<file path="config.mk">
export PLATFORM = sky130hd
export DESIGN_NAME = ptmch_spi_mst
export DESIGN_NICKNAME = d
export VERILOG_FILES = /design/src/rtl/ptmch_spi_mst.sv
export SDC_FILE = /design/constraint.sdc
export NUM_CORES = 1
export LEC_CHECK = 0
export CAP_MARGIN = 20
export CORE_ASPECT_RATIO = 0.75
export CORE_MARGIN = 3
export CORE_UTILIZATION = 60
export CTS_BUF_LIST = sky130_fd_sc_hd__clkbuf_2 sky130_fd_sc_hd__clkbuf_4 sky130_fd_sc_hd__clkbuf_8
export CTS_CLUSTER_SIZE = 20
export DETAILED_ROUTE_END_ITERATION = 16
export PLACE_DENSITY_LB_ADDON = 0.08
export SETUP_SLACK_MARGIN = 0.2
export SYNTH_ARGS = -nofsm -noshare
export SYNTH_HDL_FRONTEND = slang
export SYNTH_SLANG_ARGS = --single-unit
</file>
<file path="constraint.sdc">
create_clock -name CLK160M -period 6.1 [get_ports CLK160M]
set_clock_uncertainty 0.15 [all_clocks]
set_input_delay 1.525 -clock CLK160M [delete_from_list [all_inputs] [get_ports CLK160M]]
set_output_delay 1.525 -clock CLK160M [all_outputs]
set_load 0.02 [all_outputs]
</file>
<file path="src/rtl/ptmch_spi_mst.sv">
// SPI mode-0 master (MSB first) issuing serial-NAND style frames:
// opcode, 0-3 address bytes, 0-2 write bytes, then 0-2 read bytes captured from MISO.
module ptmch_spi_mst #(
    parameter int P_CLKDIV   = 4,
    parameter int P_CS_SETUP = 4,
    parameter int P_CS_HOLD  = 4,
    parameter int P_CS_IDLE  = 8
) (
    input  logic        CLK160M,
    input  logic        RESET,
    input  logic        CMD_VALID,
    output logic        CMD_READY,
    input  logic [7:0]  CMD_OP,
    input  logic [1:0]  CMD_NADDR,
    input  logic [23:0] CMD_ADDR,
    input  logic [1:0]  CMD_NWR,
    input  logic [15:0] CMD_WDATA,
    input  logic [1:0]  CMD_NRD,
    output logic [15:0] RD_DATA,
    output logic        RD_VALID,
    output logic        DONE,
    output logic        BUSY,
    output logic        SPI_CS,
    output logic        SPI_CLK,
    output logic        SPI_MOSI,
    input  logic        SPI_MISO,
    output logic [2:0]  DBG_STATE
);

    // Handshake: a command is accepted on a rising CLK160M edge where CMD_VALID and
    // CMD_READY are both high; CMD_READY is only high in IDLE and never depends on CMD_VALID.
    typedef enum logic [2:0] {
        S_IDLE  = 3'd0,
        S_SETUP = 3'd1,
        S_SHIFT = 3'd2,
        S_HOLD  = 3'd3,
        S_GAP   = 3'd4
    } state_t;

    localparam logic [7:0] CLKDIV_M1 = 8'(P_CLKDIV - 1);
    localparam logic [7:0] SETUP_M1  = 8'(P_CS_SETUP - 1);
    localparam logic [7:0] HOLD_M1   = 8'(P_CS_HOLD - 1);
    localparam logic [7:0] IDLE_M1   = 8'(P_CS_IDLE - 1);

    state_t      state_q, state_d;
    logic [7:0]  cnt_q, cnt_d;
    logic        half_q, half_d;
    logic [6:0]  bit_q, bit_d;
    logic [6:0]  last_bit_q, last_bit_d;
    logic [1:0]  nrd_q, nrd_d;
    logic [63:0] tx_q, tx_d;
    logic [15:0] rx_q, rx_d;
    logic [15:0] rd_data_q, rd_data_d;
    logic        rd_valid_q, rd_valid_d;
    logic        done_q, done_d;
    logic        cmd_ready_q, cmd_ready_d;

    logic [1:0]  nwr_sat, nrd_sat;
    logic [3:0]  tx_bytes, all_bytes;
    logic [63:0] frame;

    // Transmit bytes packed MSB-first and left-justified; read-phase bits are the zero tail.
    always_comb begin
        nwr_sat   = (CMD_NWR == 2'd3) ? 2'd2 : CMD_NWR;
        nrd_sat   = (CMD_NRD == 2'd3) ? 2'd2 : CMD_NRD;
        tx_bytes  = 4'd1 + {2'b00, CMD_NADDR} + {2'b00, nwr_sat};
        all_bytes = tx_bytes + {2'b00, nrd_sat};
        frame     = {56'd0, CMD_OP};
        for (int i = 2; i >= 0; i--) begin
            if (i < int'(CMD_NADDR)) frame = {frame[55:0], CMD_ADDR[8*i +: 8]};
        end
        for (int i = 1; i >= 0; i--) begin
            if (i < int'(nwr_sat)) frame = {frame[55:0], CMD_WDATA[8*i +: 8]};
        end
        frame = frame << (7'd64 - {tx_bytes, 3'b000});
    end

    always_comb begin
        state_d    = state_q;
        cnt_d      = cnt_q;
        half_d     = half_q;
        bit_d      = bit_q;
        last_bit_d = last_bit_q;
        nrd_d      = nrd_q;
        tx_d       = tx_q;
        rx_d       = rx_q;
        rd_data_d  = rd_data_q;
        rd_valid_d = 1'b0;
        done_d     = 1'b0;
        case (state_q)
            S_IDLE: begin
                if (CMD_VALID && cmd_ready_q) begin
                    state_d    = S_SETUP;
                    cnt_d      = 8'd0;
                    half_d     = 1'b0;
                    bit_d      = 7'd0;
                    last_bit_d = {all_bytes, 3'b000} - 7'd1;
                    nrd_d      = nrd_sat;
                    tx_d       = frame;
                end
            end
            S_SETUP: begin
                if (cnt_q == SETUP_M1) begin
                    state_d = S_SHIFT;
                    cnt_d   = 8'd0;
                end else begin
                    cnt_d = cnt_q + 8'd1;
                end
            end
            S_SHIFT: begin
                if (cnt_q != CLKDIV_M1) begin
                    cnt_d = cnt_q + 8'd1;
                end else if (!half_q) begin
                    cnt_d  = 8'd0;
                    half_d = 1'b1;
                end else begin
                    // End of the high half: sample MISO, advance MOSI for the next low half.
                    cnt_d  = 8'd0;
                    half_d = 1'b0;
                    rx_d   = {rx_q[14:0], SPI_MISO};
                    tx_d   = {tx_q[62:0], 1'b0};
                    if (bit_q == last_bit_q) begin
                        state_d = S_HOLD;
                    end else begin
                        bit_d = bit_q + 7'd1;
                    end
                end
            end
            S_HOLD: begin
                if (cnt_q == HOLD_M1) begin
                    state_d    = S_GAP;
                    cnt_d      = 8'd0;
                    done_d     = 1'b1;
                    rd_valid_d = (nrd_q != 2'd0);
                    if (nrd_q == 2'd1) rd_data_d = {8'h00, rx_q[7:0]};
                    else if (nrd_q == 2'd2) rd_data_d = rx_q;
                end else begin
                    cnt_d = cnt_q + 8'd1;
                end
            end
            S_GAP: begin
                if (cnt_q == IDLE_M1) begin
                    state_d = S_IDLE;
                    cnt_d   = 8'd0;
                end else begin
                    cnt_d = cnt_q + 8'd1;
                end
            end
            default: state_d = S_IDLE;
        endcase
        cmd_ready_d = (state_d == S_IDLE);
    end

    always_ff @(posedge CLK160M or posedge RESET) begin
        if (RESET) begin
            state_q     <= S_IDLE;
            cnt_q       <= 8'd0;
            half_q      <= 1'b0;
            bit_q       <= 7'd0;
            last_bit_q  <= 7'd0;
            nrd_q       <= 2'd0;
            tx_q        <= 64'd0;
            rx_q        <= 16'd0;
            rd_data_q   <= 16'd0;
            rd_valid_q  <= 1'b0;
            done_q      <= 1'b0;
            cmd_ready_q <= 1'b0;
        end else begin
            state_q     <= state_d;
            cnt_q       <= cnt_d;
            half_q      <= half_d;
            bit_q       <= bit_d;
            last_bit_q  <= last_bit_d;
            nrd_q       <= nrd_d;
            tx_q        <= tx_d;
            rx_q        <= rx_d;
            rd_data_q   <= rd_data_d;
            rd_valid_q  <= rd_valid_d;
            done_q      <= done_d;
            cmd_ready_q <= cmd_ready_d;
        end
    end

    assign CMD_READY = cmd_ready_q;
    assign RD_DATA   = rd_data_q;
    assign RD_VALID  = rd_valid_q;
    assign DONE      = done_q;
    assign BUSY      = (state_q != S_IDLE);
    assign SPI_CS    = !((state_q == S_SETUP) || (state_q == S_SHIFT) || (state_q == S_HOLD));
    assign SPI_CLK   = (state_q == S_SHIFT) && half_q;
    assign SPI_MOSI  = ((state_q == S_SETUP) || (state_q == S_SHIFT)) ? tx_q[63] : 1'b0;
    assign DBG_STATE = state_q;

endmodule

</file>
==> results of run 1 <==
sequential cells by signal (all words and copies together) (netlist names):
| name | flops |
|---|---|
| tx_q | 64 |
| RD_DATA | 16 |
| rx_q | 16 |
| cnt_q | 8 |
| bit_q | 7 |
| last_bit_q | 5 |
| DBG_STATE | 3 |
| nrd_q | 2 |
| CMD_READY | 1 |
| DONE | 1 |
| RD_VALID | 1 |
| half_q | 1 |
cell usage after synthesis, types with 15 or more instances:
cell type / instances / area [um^2]
a21oi_1: 91 / 455
a221o_1: 15 / 150
and3_1: 17 / 106
buf_2: 29 / 145
clkbuf_1: 23 / 86.3
dfrtp_1: 125 / 3130
mux2_2: 29 / 327
nand2_1: 98 / 368
nand2b_1: 15 / 93.8
nand3_1: 42 / 210
nor2_1: 106 / 398
o211ai_1: 18 / 135
o21ai_0: 57 / 285
o22ai_1: 52 / 325
critical path: cells and delay by family:
family                   cells  cell delay [ps]
AO/OA/AOI/OAI                3              450
adder cells (fa/ha/maj)      2             1200
buffers and inverters        3             1220
AND/OR/NAND/NOR              2             1010
cells by family after synthesis:
logic type,count (synthesis),share of synthesized area
AND/OR/NAND/NOR,365,0.212
flip-flops,125,0.349
multiplexers,39,0.0475
AO/OA/AOI/OAI,383,0.293
adder cells (fa/ha/maj),11,0.0170
buffers and inverters,100,0.0653
XOR/XNOR,16,0.0173
metrics by stage:
step	std cells	utilization	total power, mW	hold WS, ps
after floorplan	1039	-	1.26	297
after global placement	1255	0.665	1.44	314
after detailed placement	1255	0.665	1.44	320
after CTS	1287	0.692	2.15	340
after global routing	1287	0.692	2.27	365
final	1287	0.692	2.18	334
worst min path at each step:
stage,from,to,slack (ps)
floorplan,tx_q[39],tx_q[39],300
global placement,tx_q[38],tx_q[38],310
detailed placement,tx_q[8],tx_q[8],320
CTS,RD_DATA[8],RD_DATA[8],340
global route,cnt_q[0],cnt_q[0],360
finish,RD_DATA[8],RD_DATA[8],330
cell type report:
cell class                 count  area [um^2]
timing repair buffer         103          966
sequential                   125         3130
multi-input combinational    814         5280
tap                          200          250
fill                        1209         4490
clock inverter                15          149
clock buffer                  17          234
inverter                      13         53.8
layer usage:
layer  routed length (um)  part of all wire  track usage  vias to the layer above
met4                  455             0.016       0.0807                        0
met1                12300              0.44        0.513                     4180
met5                    0                 0            0                        -
li1                     -                 -            -                     3991
met2                11600              0.42        0.466                      552
met3                 3380              0.12        0.105                       49
where the power goes:
group / internal (mW) / switching, mW / total (mW)
Clock: 0.335 / 0.390 / 0.725
Combinational: 0.211 / 0.397 / 0.608
Sequential: 0.836 / 0.00742 / 0.844
==> impl_metrics.csv, run 1 <==
group,metric,value,unit
yosys,seq_area_frac_synth,0.349,
yosys,syn_inst,1039,
final_layout,nets,1143,
power_and_ir_drop,powerDensity,216,nW/um^2
sta,period_share,0.855,
yosys,ys.flop_type,"dfrtp_1",
die,io_pins,84,
routing,viasPerCell,6.82,
critical_path,end_kind,"flop",
global_route,grt.overflow.total,0,
place,dp_slack,622,ps
yosys,synth_cell_type_count,99,
yosys,yosysWarnings,0,
final_layout,final_common_cell,"dfrtp_1",
sta,rsz0062_at_grt,"no",
global_route,grt_pass1_vias,8194,
routing,drc,0,
final_layout,post_route_cells_drive_above_1_share,0.124,
yosys,synth_fp_nets,1108,
clock_network,clockBufferDepth,2,
die,start_util,0.617,
critical_path,r2r_setup_slack,3030,ps
routing,drt_iter0_markers,1055,
routing,num_vias,8772,
sta,max-slew-margin-rel,0.373,
clock_network,clk_pin_slew,90,ps
sta,worst_slew_pin_slew,933,ps
final_layout,area_growth,12.1,%
yosys,syn_area,8970,um^2
clock_network,cts_tree,"yes",
critical_path,critPathArrivalTime,5420,ps
sta,setup_violations,0,
yosys,async_reset_ff_frac,1.00,
clock_network,clock_latency,450,ps
clock_network,cts_setup_buffers,0,
job,cap_violations,0,
yosys,synth_edf_count,0,
clock_network,cts_root_buf,"clkbuf_8",
final_layout,antennaDiodeCount,0,
critical_path,critPathRequiredTime,6300,ps
critical_path,cp_cell_sequence,"buf_2 > inv_1 > fa_1 > ha_1 > inv_1 > nor2_1 > nand2_1 > o211ai_1 > a31oi_1 > o31ai_1",
critical_path,crit_type,"input port to flop",
global_route,grt_pass1_wl,44.6,mm
worst_hold_path,hp-class,"flop to flop",
critical_path,cp-endpoint,"tx_q[38]",
die,die_w,147,um
power_and_ir_drop,leakage,4.04,nW
sta,finalWorstSetupSlack,885,ps
power_and_ir_drop,peakVddDrop,0.152,mV
sta,finalSetupTns,0,ps
place,post-dp-hpwl,19.5,mm
place,port_buffers,83,
clock_network,cts_hold_buf,0,
critical_path,cp_max_fo,39,
final_layout,final_cell_mix,"dfrtp_1 (125), nor2_1 (106), nand2_1 (98)",
die,row_count,38,
final_layout,final_cell_area,10100,um^2
place,placedInstanceArea,9680,um^2
critical_path,r2r_cells,7,
critical_path,worst_r2r_endpoint,"tx_q[30]",
routing,ant_nets,0,
die,die_y,112,um
sta,min_period,5220,ps
clock_network,postCtsResizedCells,0,
global_route,track_usage,0.336,
place,routabilityCongestion,0.969,
clock_network,clkSinkCount,125,
global_route,antenna_found_initial,0,
critical_path,crit_top_cell,"inv_1",
global_route,grt_max_degree,76,
yosys,syn_avg_cell_area,8.64,um^2
sta,fmax,192,MHz
worst_hold_path,hold_depth,2,
critical_path,crit_path_start,"CMD_NWR[1]",
yosys,ys_seq_elements,125,
clock_network,htreeDepth,4,
critical_path,cp_slowest_stage_delay,730,ps
routing,routed_wl,27.7,mm
critical_path,critPathLaunchType,"input port",
die,design.core.area,14500,um^2
sta,hold_violations,0,
critical_path,worstReg2RegStart,"DBG_STATE[2]",
sta,drv_slew,0,
critical_path,slowest_stage,"nor2_1",
routing,dr.pass1.iters,5,
die,die_area,16500,um^2
clock_network,cts_buffers,17,
outcome,run_status,"completed",
routing,wl_per_cell,21.5,um
Note: power is estimated with default switching activity, not from simulation.
==> inputs of run 2 (changes only) <==
--- a/config.mk
+++ b/config.mk
@@ -8,7 +8,7 @@
 export CAP_MARGIN = 20
 export CORE_ASPECT_RATIO = 0.75
 export CORE_MARGIN = 3
-export CORE_UTILIZATION = 60
+export CORE_UTILIZATION = 65
 export CTS_BUF_LIST = sky130_fd_sc_hd__clkbuf_2 sky130_fd_sc_hd__clkbuf_4 sky130_fd_sc_hd__clkbuf_8
 export CTS_CLUSTER_SIZE = 20
 export DETAILED_ROUTE_END_ITERATION = 16
==> constraint.sdc (replaced) <==
create_clock -name CLK160M -period 6.3 [get_ports CLK160M]
set_clock_uncertainty 0.15 [all_clocks]
set_input_delay 1.575 -clock CLK160M [delete_from_list [all_inputs] [get_ports CLK160M]]
set_output_delay 1.575 -clock CLK160M [all_outputs]
set_load 0.02 [all_outputs]
==> impl_metrics.csv, run 2 (synthesized netlist as in run 1, its figures left out) <==
group,metric,value,unit
routing,routed_wl,27.8,mm
final_layout,largest_reg_flops,64,
routing,drc,0,
critical_path,crit_path_start,"CMD_NWR[0]",
critical_path,cp_max_fo,9,
critical_path,cp_cell_sequence,"clkdlybuf4s50_1 > nor2b_1 > buf_4 > inv_4 > ha_2 > fa_1 > ha_1 > inv_1 > nor2_1 > nand2_1 > o211ai_1 > a31oi_1 > o31ai_1",
die,die_y,108,um
routing,highest_layer,"met5",
critical_path,end_kind,"flop",
critical_path,r2r_setup_slack,3370,ps
die,design.core.area,13200,um^2
critical_path,critPathLaunchType,"input port",
critical_path,cp_slowest_stage_delay,700,ps
sta,min_period,4970,ps
clock_network,clockBufferDepth,2,
final_layout,area_growth,12.9,%
sta,period_share,0.788,
final_layout,final_common_cell,"dfrtp_1",
critical_path,worst-path-buf-inv,4,
sta,fmax,201,MHz
routing,dr.pass1.iters,7,
die,start_util,0.678,
sta,hold_violations,0,
global_route,grt_pass1_vias,8183,
final_layout,antennaDiodeCount,0,
routing,viasPerCell,7.17,
sta,rsz0062_at_grt,"no",
global_route,grt.overflow.total,0,
clock_network,cts_root_buf,"clkbuf_8",
clock_network,htreeDepth,4,
global_route,grt_max_degree,85,
power_and_ir_drop,powerDensity,220,nW/um^2
clock_network,cts_hold_buf,0,
die,die_w,142,um
critical_path,cp-endpoint,"tx_q[38]",
global_route,grt_pass1_wl,44.1,mm
critical_path,path_delay_family,"simple AND/OR/NAND/NOR gates",
place,routabilityCongestion,1.05,
clock_network,cts_tree,"yes",
power_and_ir_drop,peakVddDrop,0.166,mV
global_route,antenna_found_initial,0,
job,cap_violations,0,
power_and_ir_drop,total_power,2.23,mW
clock_network,clock_latency,440,ps
outcome,run_status,"completed",
clock_network,cts_setup_buffers,0,
die,io_pins,84,
critical_path,cp.depth,13,
routing,wl_met3,3.79,mm
sta,max-slew-margin-rel,0.375,
routing,num_vias,9039,
final_layout,largest-register,"tx_q",
critical_path,slowest_stage,"nor2_1",
clock_network,postCtsResizedCells,0,
routing,drt_iter0_markers,1516,
final_layout,final_cell_mix,"dfrtp_1 (125), nor2_1 (106), nand2_1 (98)",
sta,drv_slew,0,
global_route,track_usage,0.363,
critical_path,worst_r2r_endpoint,"tx_q[6]",
routing,wl_met1,11.8,mm
routing,wl_met2,11.7,mm
critical_path,crit_type,"input port to flop",
worst_hold_path,hp-class,"flop to flop",
place,port_buffers,83,
sta,setup_violations,0,
place,post-dp-hpwl,19.3,mm
sta,finalSetupTns,0,ps
clock_network,clkSinkCount,125,
critical_path,critPathRequiredTime,6510,ps
final_layout,nets,1145,
routing,wl_per_cell,22.1,um
routing,ant_nets,0,
clock_network,cts_buffers,17,
critical_path,critPathArrivalTime,5180,ps
power_and_ir_drop,leakage,4.10,nW
critical_path,r2r_cells,8,
critical_path,worstReg2RegStart,"DBG_STATE[2]",
die,row_count,36,
clock_network,clk_pin_slew,90,ps
sta,worst_slew_pin_slew,929,ps
final_layout,post_route_cells_drive_above_1_share,0.126,
die,die_area,15300,um^2
-- run 2: stage by stage --
stage                      util  setup WS, ps  instance area [um^2]  cells  hold slack (ps)
after floorplan               -          1250                  8970   1039              297
after global placement    0.729          1130                  9650   1227              314
after detailed placement  0.729          1040                  9650   1227              322
after CTS                 0.763          1520                 10100   1259              342
after global routing      0.765          1270                 10100   1260              357
final                     0.765          1330                 10100   1260              336
-- run 2: tightest hold or removal path: cells and delay by family (launching register included) --
| kind | cells | cell delay (ps) |
|---|---|---|
| flip-flops | 1 | 350 |
| AND/OR/NAND/NOR | 1 | 40 |
| AO/OA/AOI/OAI | 1 | 60 |
-- run 2: routing by layer --
layer | global-route usage | up-vias
met3 | 0.121 | 79
li1 | - | 4013
met5 | 0.0175 | -
met4 | 0.0849 | 2
met2 | 0.503 | 679
met1 | 0.544 | 4266
-- run 2: worst min-delay path by stage --
stage | from | end | cells after the start
final | RD_DATA[8] | RD_DATA[8] | 2
after global routing | tx_q[30] | tx_q[30] | 1
after CTS | RD_DATA[8] | RD_DATA[8] | 2
after detailed placement | RD_DATA[8] | RD_DATA[8] | 2
after global placement | RD_DATA[11] | RD_DATA[11] | 2
after floorplan | tx_q[39] | tx_q[39] | 2
-- run 2: area by class of cell --
class / instances / area, um^2
clock inverter: 15 / 223
multi-input combinational: 814 / 5280
fill: 988 / 3110
tap: 171 / 214
sequential: 125 / 3130
inverter: 13 / 53.8
clock buffer: 17 / 234
timing repair buffer: 105 / 1000
-- run 2: report_power, final --
group / internal (mW) / switching, mW / leakage, nW
combinational: 0.205 / 0.381 / 2.35
sequential: 0.810 / 0.00683 / 1.53
clock: 0.448 / 0.381 / 0.228
==> inputs of run 3 (changes only) <==
--- a/config.mk
+++ b/config.mk
@@ -8,7 +8,7 @@
 export CAP_MARGIN = 20
 export CORE_ASPECT_RATIO = 0.75
 export CORE_MARGIN = 3
-export CORE_UTILIZATION = 65
+export CORE_UTILIZATION = 54
 export CTS_BUF_LIST = sky130_fd_sc_hd__clkbuf_2 sky130_fd_sc_hd__clkbuf_4 sky130_fd_sc_hd__clkbuf_8
 export CTS_CLUSTER_SIZE = 20
 export DETAILED_ROUTE_END_ITERATION = 16
==> constraint.sdc (replaced) <==
create_clock -name CLK160M -period 4.3 [get_ports CLK160M]
set_clock_uncertainty 0.15 [all_clocks]
set_input_delay 1.075 -clock CLK160M [delete_from_list [all_inputs] [get_ports CLK160M]]
set_output_delay 1.075 -clock CLK160M [all_outputs]
set_load 0.02 [all_outputs]
==> impl_metrics.csv, run 3 (synthesized netlist as in run 1, its figures left out) <==
group,metric,value,unit
job,cap_violations,0,
final_layout,nets,1186,
global_route,grt_pass1_wl,44.1,mm
place,post-dp-hpwl,20.0,mm
critical_path,critPathArrivalTime,4060,ps
critical_path,critPathRequiredTime,4500,ps
power_and_ir_drop,total_power,3.28,mW
final_layout,antennaDiodeCount,0,
clock_network,cts_hold_buf,0,
sta,setup_violations,0,
clock_network,cts_tree,"yes",
clock_network,clkSinkCount,125,
global_route,grt_util_met3,0.0853,
die,io_pins,84,
routing,num_vias,8798,
global_route,busiest_layer,"met1",
sta,max-slew-margin-rel,0.447,
global_route,grt_max_degree,68,
final_layout,final_cell_mix,"dfrtp_1 (125), nor2_1 (106), nand2_1 (98)",
critical_path,critPathLaunchType,"input port",
final_layout,largest-register,"tx_q",
global_route,antenna_found_initial,0,
clock_network,cts_buffers,17,
critical_path,cp_slowest_stage_delay,490,ps
sta,period_share,0.898,
power_and_ir_drop,switchingPower,1.17,mW
die,die_w,155,um
sta,hold_violations,0,
power_and_ir_drop,leakage,4.29,nW
critical_path,r2r_setup_slack,1530,ps
die,design.core.area,16200,um^2
routing,routed_wl,27.8,mm
final_layout,area_growth,16.9,%
critical_path,worstReg2RegStart,"DBG_STATE[2]",
clock_network,htreeDepth,4,
routing,drt_iter0_markers,1026,
clock_network,clockBufferDepth,2,
clock_network,cts_root_buf,"clkbuf_8",
critical_path,cp_max_fo,7,
final_layout,post_route_cells_drive_above_1_share,0.158,
worst_hold_path,hold_end,"RD_DATA[14]",
power_and_ir_drop,powerDensity,312,nW/um^2
die,die_area,18200,um^2
clock_network,clock_latency,440,ps
worst_hold_path,hold_depth,2,
global_route,grt_pass1_vias,8009,
critical_path,worst_r2r_endpoint,"tx_q[53]",
critical_path,crit_type,"input port to flop",
clock_network,clk_pin_slew,90,ps
power_and_ir_drop,p_comb_frac,0.287,
routing,drc,0,
critical_path,end_kind,"flop",
sta,fmax,259,MHz
worst_hold_path,hp-class,"flop to flop",
global_route,grt.overflow.total,0,
final_layout,largest_reg_flops,64,
routing,wl_per_cell,20.7,um
power_and_ir_drop,intPower,2.10,mW
sta,drv_slew,0,
place,placedInstanceArea,10100,um^2
sta,finalSetupTns,0,ps
die,start_util,0.555,
sta,worst_slew_pin_slew,829,ps
power_and_ir_drop,pwr-share-seq,0.366,
critical_path,cp_cell_sequence,"clkdlybuf4s50_1 > nor2b_1 > inv_4 > ha_2 > fa_1 > ha_1 > buf_4 > nand2b_1 > nor2_1 > nand2_1 > o211ai_1 > a31oi_1 > o31ai_1",
routing,dr.pass1.iters,6,
global_route,grtUsageMet1,0.478,
die,row_count,40,
critical_path,r2r_cells,6,
sta,min_period,3860,ps
power_and_ir_drop,peakVddDrop,0.214,mV
power_and_ir_drop,pwr-share-clk,0.347,
worst_hold_path,min_from,"RD_DATA[14]",
final_layout,final_cell_area,10500,um^2
final_layout,final_common_cell,"dfrtp_1",
routing,viasPerCell,6.57,
global_route,met2_usage,0.401,
clock_network,postCtsResizedCells,0,
routing,ant_nets,0,
die,die_y,118,um
global_route,track_usage,0.300,
power_and_ir_drop,swShare,0.357,
place,port_buffers,83,
critical_path,slowest_stage,"clkdlybuf4s50_1",
place,routabilityCongestion,0.999,
sta,whs,339,ps
outcome,run_status,"completed",
clock_network,cts_setup_buffers,0,
sta,rsz0062_at_grt,"no",
==> run 3: cell types whose count changed in the layout (fill, tap and decap cells not counted), moves of 2 or more <==
cell / change
bufinv_16: -2
buf_12: +4
inv_8: +2
buf_4: +38
==> run 3: how the worst max path moves through the flow <==
stage / endpoint / start / slack [ps] / cells past startpoint
final: tx_q[38] / CMD_NWR[0] / 440 / 13
after CTS: last_bit_q[5] / CMD_NWR[0] / 460 / 13
after detailed placement: last_bit_q[5] / CMD_NWR[0] / -10 / 13
after global routing: tx_q[38] / CMD_NWR[0] / 290 / 13
after floorplan: tx_q[46] / CMD_NWR[0] / 480 / 11
after global placement: last_bit_q[5] / CMD_NWR[0] / 30 / 13
==> run 3: layout make-up <==
| class | count | area, um^2 |
|---|---|---|
| Timing Repair Buffer | 146 | 1340 |
| Multi-Input combinational cell | 814 | 5280 |
| Inverter | 13 | 55.1 |
| Fill cell | 1426 | 5670 |
| Clock inverter | 15 | 193 |
| Tap cell | 210 | 263 |
| Sequential cell | 125 | 3130 |
| Clock buffer | 17 | 234 |
==> run 3: power groups by stage <==
stage	registers (mW)	clock network, mW	logic, mW
after CTS	1.20	1.15	0.909
after detailed placement	1.22	0	0.904
after floorplan	1.21	0	0.571
final	1.20	1.14	0.940
after global routing	1.20	1.20	1.00
after global placement	1.22	0	0.900
==> run 3: layer usage <==
layer  share of wire  wire length, um  vias to the layer above
met3            0.11             3180                       38
li1                -                -                     4066
met4           0.011              305                        0
met2            0.41            11400                      476
met1            0.47            12900                     4218
met5               0                0                        -
==> run 3: worst max-delay path, delay by kind of cell <==
kind                       cells  cell delay (ps)
AOI/OAI and AO/OA              3              450
adders and majority gates      3             1000
buffers and inverters          3              710
and+or+nand+nor                4              820
==> run 3: through the flow <==
step	setup WS (ps)	std cells	util
after detailed placement	-12.1	1308	0.623
final	440	1340	0.649
after global routing	286	1340	0.649
after global placement	32.4	1308	0.623
after CTS	463	1340	0.649
after floorplan	479	1039	-
==> variant: new RTL, settings of run 3 <==
Reset style: synchronous (`RESET`), changed in one clocked block.
--- a/src/rtl/ptmch_spi_mst.sv
+++ b/src/rtl/ptmch_spi_mst.sv
@@ -153,3 +153,3 @@
 
-    always_ff @(posedge CLK160M or posedge RESET) begin
+    always_ff @(posedge CLK160M) begin
         if (RESET) begin
Check against the original RTL: differs if RESET is asserted again (counterexample within 4 cycles, from zero or initial values and one cycle with RESET high); with RESET held inactive, the same outputs for 10 cycles.
==> variant against run 3 <==
- non-clock buffer count decreased by 7
- highest routed layer is now met5
- core utilization decreased by 0.054 points
- routed wire length increased by 18%
- synthesized area increased by 0.73%
- worst setup slack improved by 0.055 ns
- register-to-register slack got worse by 0.46 ns
- largest cell class unchanged
- design area increased by 0.23%
- sequential cell count unchanged
- sequential power increased by 8%
- sequential share of layout area decreased by 6.0 points
- combinational power increased by 38%
- global-route usage increased by 4.7 points
- power increased by 13%
==> variant: results (changes against run 3) <==
| Metric | Value |
|---|---|
| Pin count of the biggest net entering global routing | `71 (+4.4%)` |
| Most common library cells after synthesis | `146 x nand2_1, 125 x dfxtp_1, 120 x a21oi_1` |
| Leakage | `3.86 nW (-10%)` |
| Post-Route M1 WL | `14.7 mm (+14%)` |
| Post-synthesis xor/xnor area fraction | `0.0173 (about the same)` |
| First-pass GRT wire length | `51.2 mm (+16%)` |
| Top layer in use | `met5` |
| Met1 Track Usage GR | `0.549 (+0.0715)` |
| Crit Path Max Fanout | `13 (+6)` |
| Adder-cell share of the synthesized area | `0.0169 (-0.000122)` |
| Initial antenna violation count | `1 (+1)` |
| Synth Area in Compound Gates | `0.300 (+0.00772)` |
| Vias in the first global route | `8946 (+12%)` |
| Slew margin rel. | `0.532 (+0.0847)` |
| Share of layout cells above drive strength 1 | `0.107 (-0.0510)` |
| DP HPWL | `23.9 mm (+20%)` |
| Worst vdd ir | `0.240 mV (+12%)` |
| Clk buf depth | `2 (unchanged)` |
| Post-synthesis mux area share | `0.0465 (-0.00103)` |
| Slowest-stage cell, CP | `fa_1` |
| Wire length on met2 | `12.9 mm (+13%)` |
| Asr flop ratio synth | `0 (-1.00)` |
| Tcrit/Tclk final | `0.885 (-0.0128)` |
| GRT Resource Usage Total | `0.347 (+0.0470)` |
| Post-cts resize count | `0 (unchanged)` |
| Met2 usage | `0.456 (+0.0557)` |
| Dominant cells by area after synthesis | `dfxtp_1 28%, a21oi_1 6.6%, nand2_1 6.1%, nor2_1 4.9%, o21ai_0 3.7%` |
| Seq power | `1.30 mW (+8%)` |
| RR Startpoint | `DBG_STATE[1]` |
| Status | `complete, no violations` |
| Critical path data arrival time | `3.95 ns (-0.11 ns)` |
| Register area share after synthesis | `0.277 (-0.0717)` |
| First-iteration detailed-routing DRC count | `1658 (+62%)` |
| First-pass iteration count of the detailed router | `7 (+1)` |
| Net Count, Synth | `1303 (+18%)` |
| CP startpoint | `CMD_NWR[1]` |
| Placer Congestion | `1.01 (+0.83%)` |
| Primary FF master, synth | `dfxtp_1` |
| Yosys cell types | `82 (-17%)` |
| DRC | `0 (unchanged)` |
| Total Wirelength | `32.6 mm (+18%)` |
| GR Layer Usage met3 | `0.0886 (+0.00331)` |
| Metal3 WL | `4.36 mm (+37%)` |
| Avg Vias per Cell | `6.81 (+3.7%)` |
| Min-delay src | `rx_q[15]` |
| Switching share of power | `0.382 (+0.0246)` |
## variant: area by class of cell
class	instances	area, um2
multi-input cells	969	5960
fillers	1498	5700
flip-flops and latches	125	2500
repair buffers	139	1280
well taps	210	263
clock buffers	18	241
clock inverters	14	183
inverters	21	83.8
## variant: metrics by stage
step                std cells  cell area [um2]  hold slack (ns)  setup slack [ns]  total power [mW]
finish                   1496            10500            0.305             0.495              3.71
floorplan                1234             9140            0.261             0.172              2.12
global route             1496            10500            0.330             0.320              3.87
detailed placement       1464            10100            0.294            0.0858              2.56
CTS                      1496            10500            0.305             0.557              3.66
global placement         1464            10100            0.290             0.172              2.56
## variant: worst paths after layout
| check | end | slack [ns] | cells past startpoint |
|---|---|---|---|
| setup / recovery | tx_q[30] | 0.49 | 13 |
| hold / removal | rx_q[15] | 0.30 | 2 |
| setup reg to reg | tx_q[42] | 1.07 | 8 |
| hold reg to reg | rx_q[15] | 0.30 | 2 |
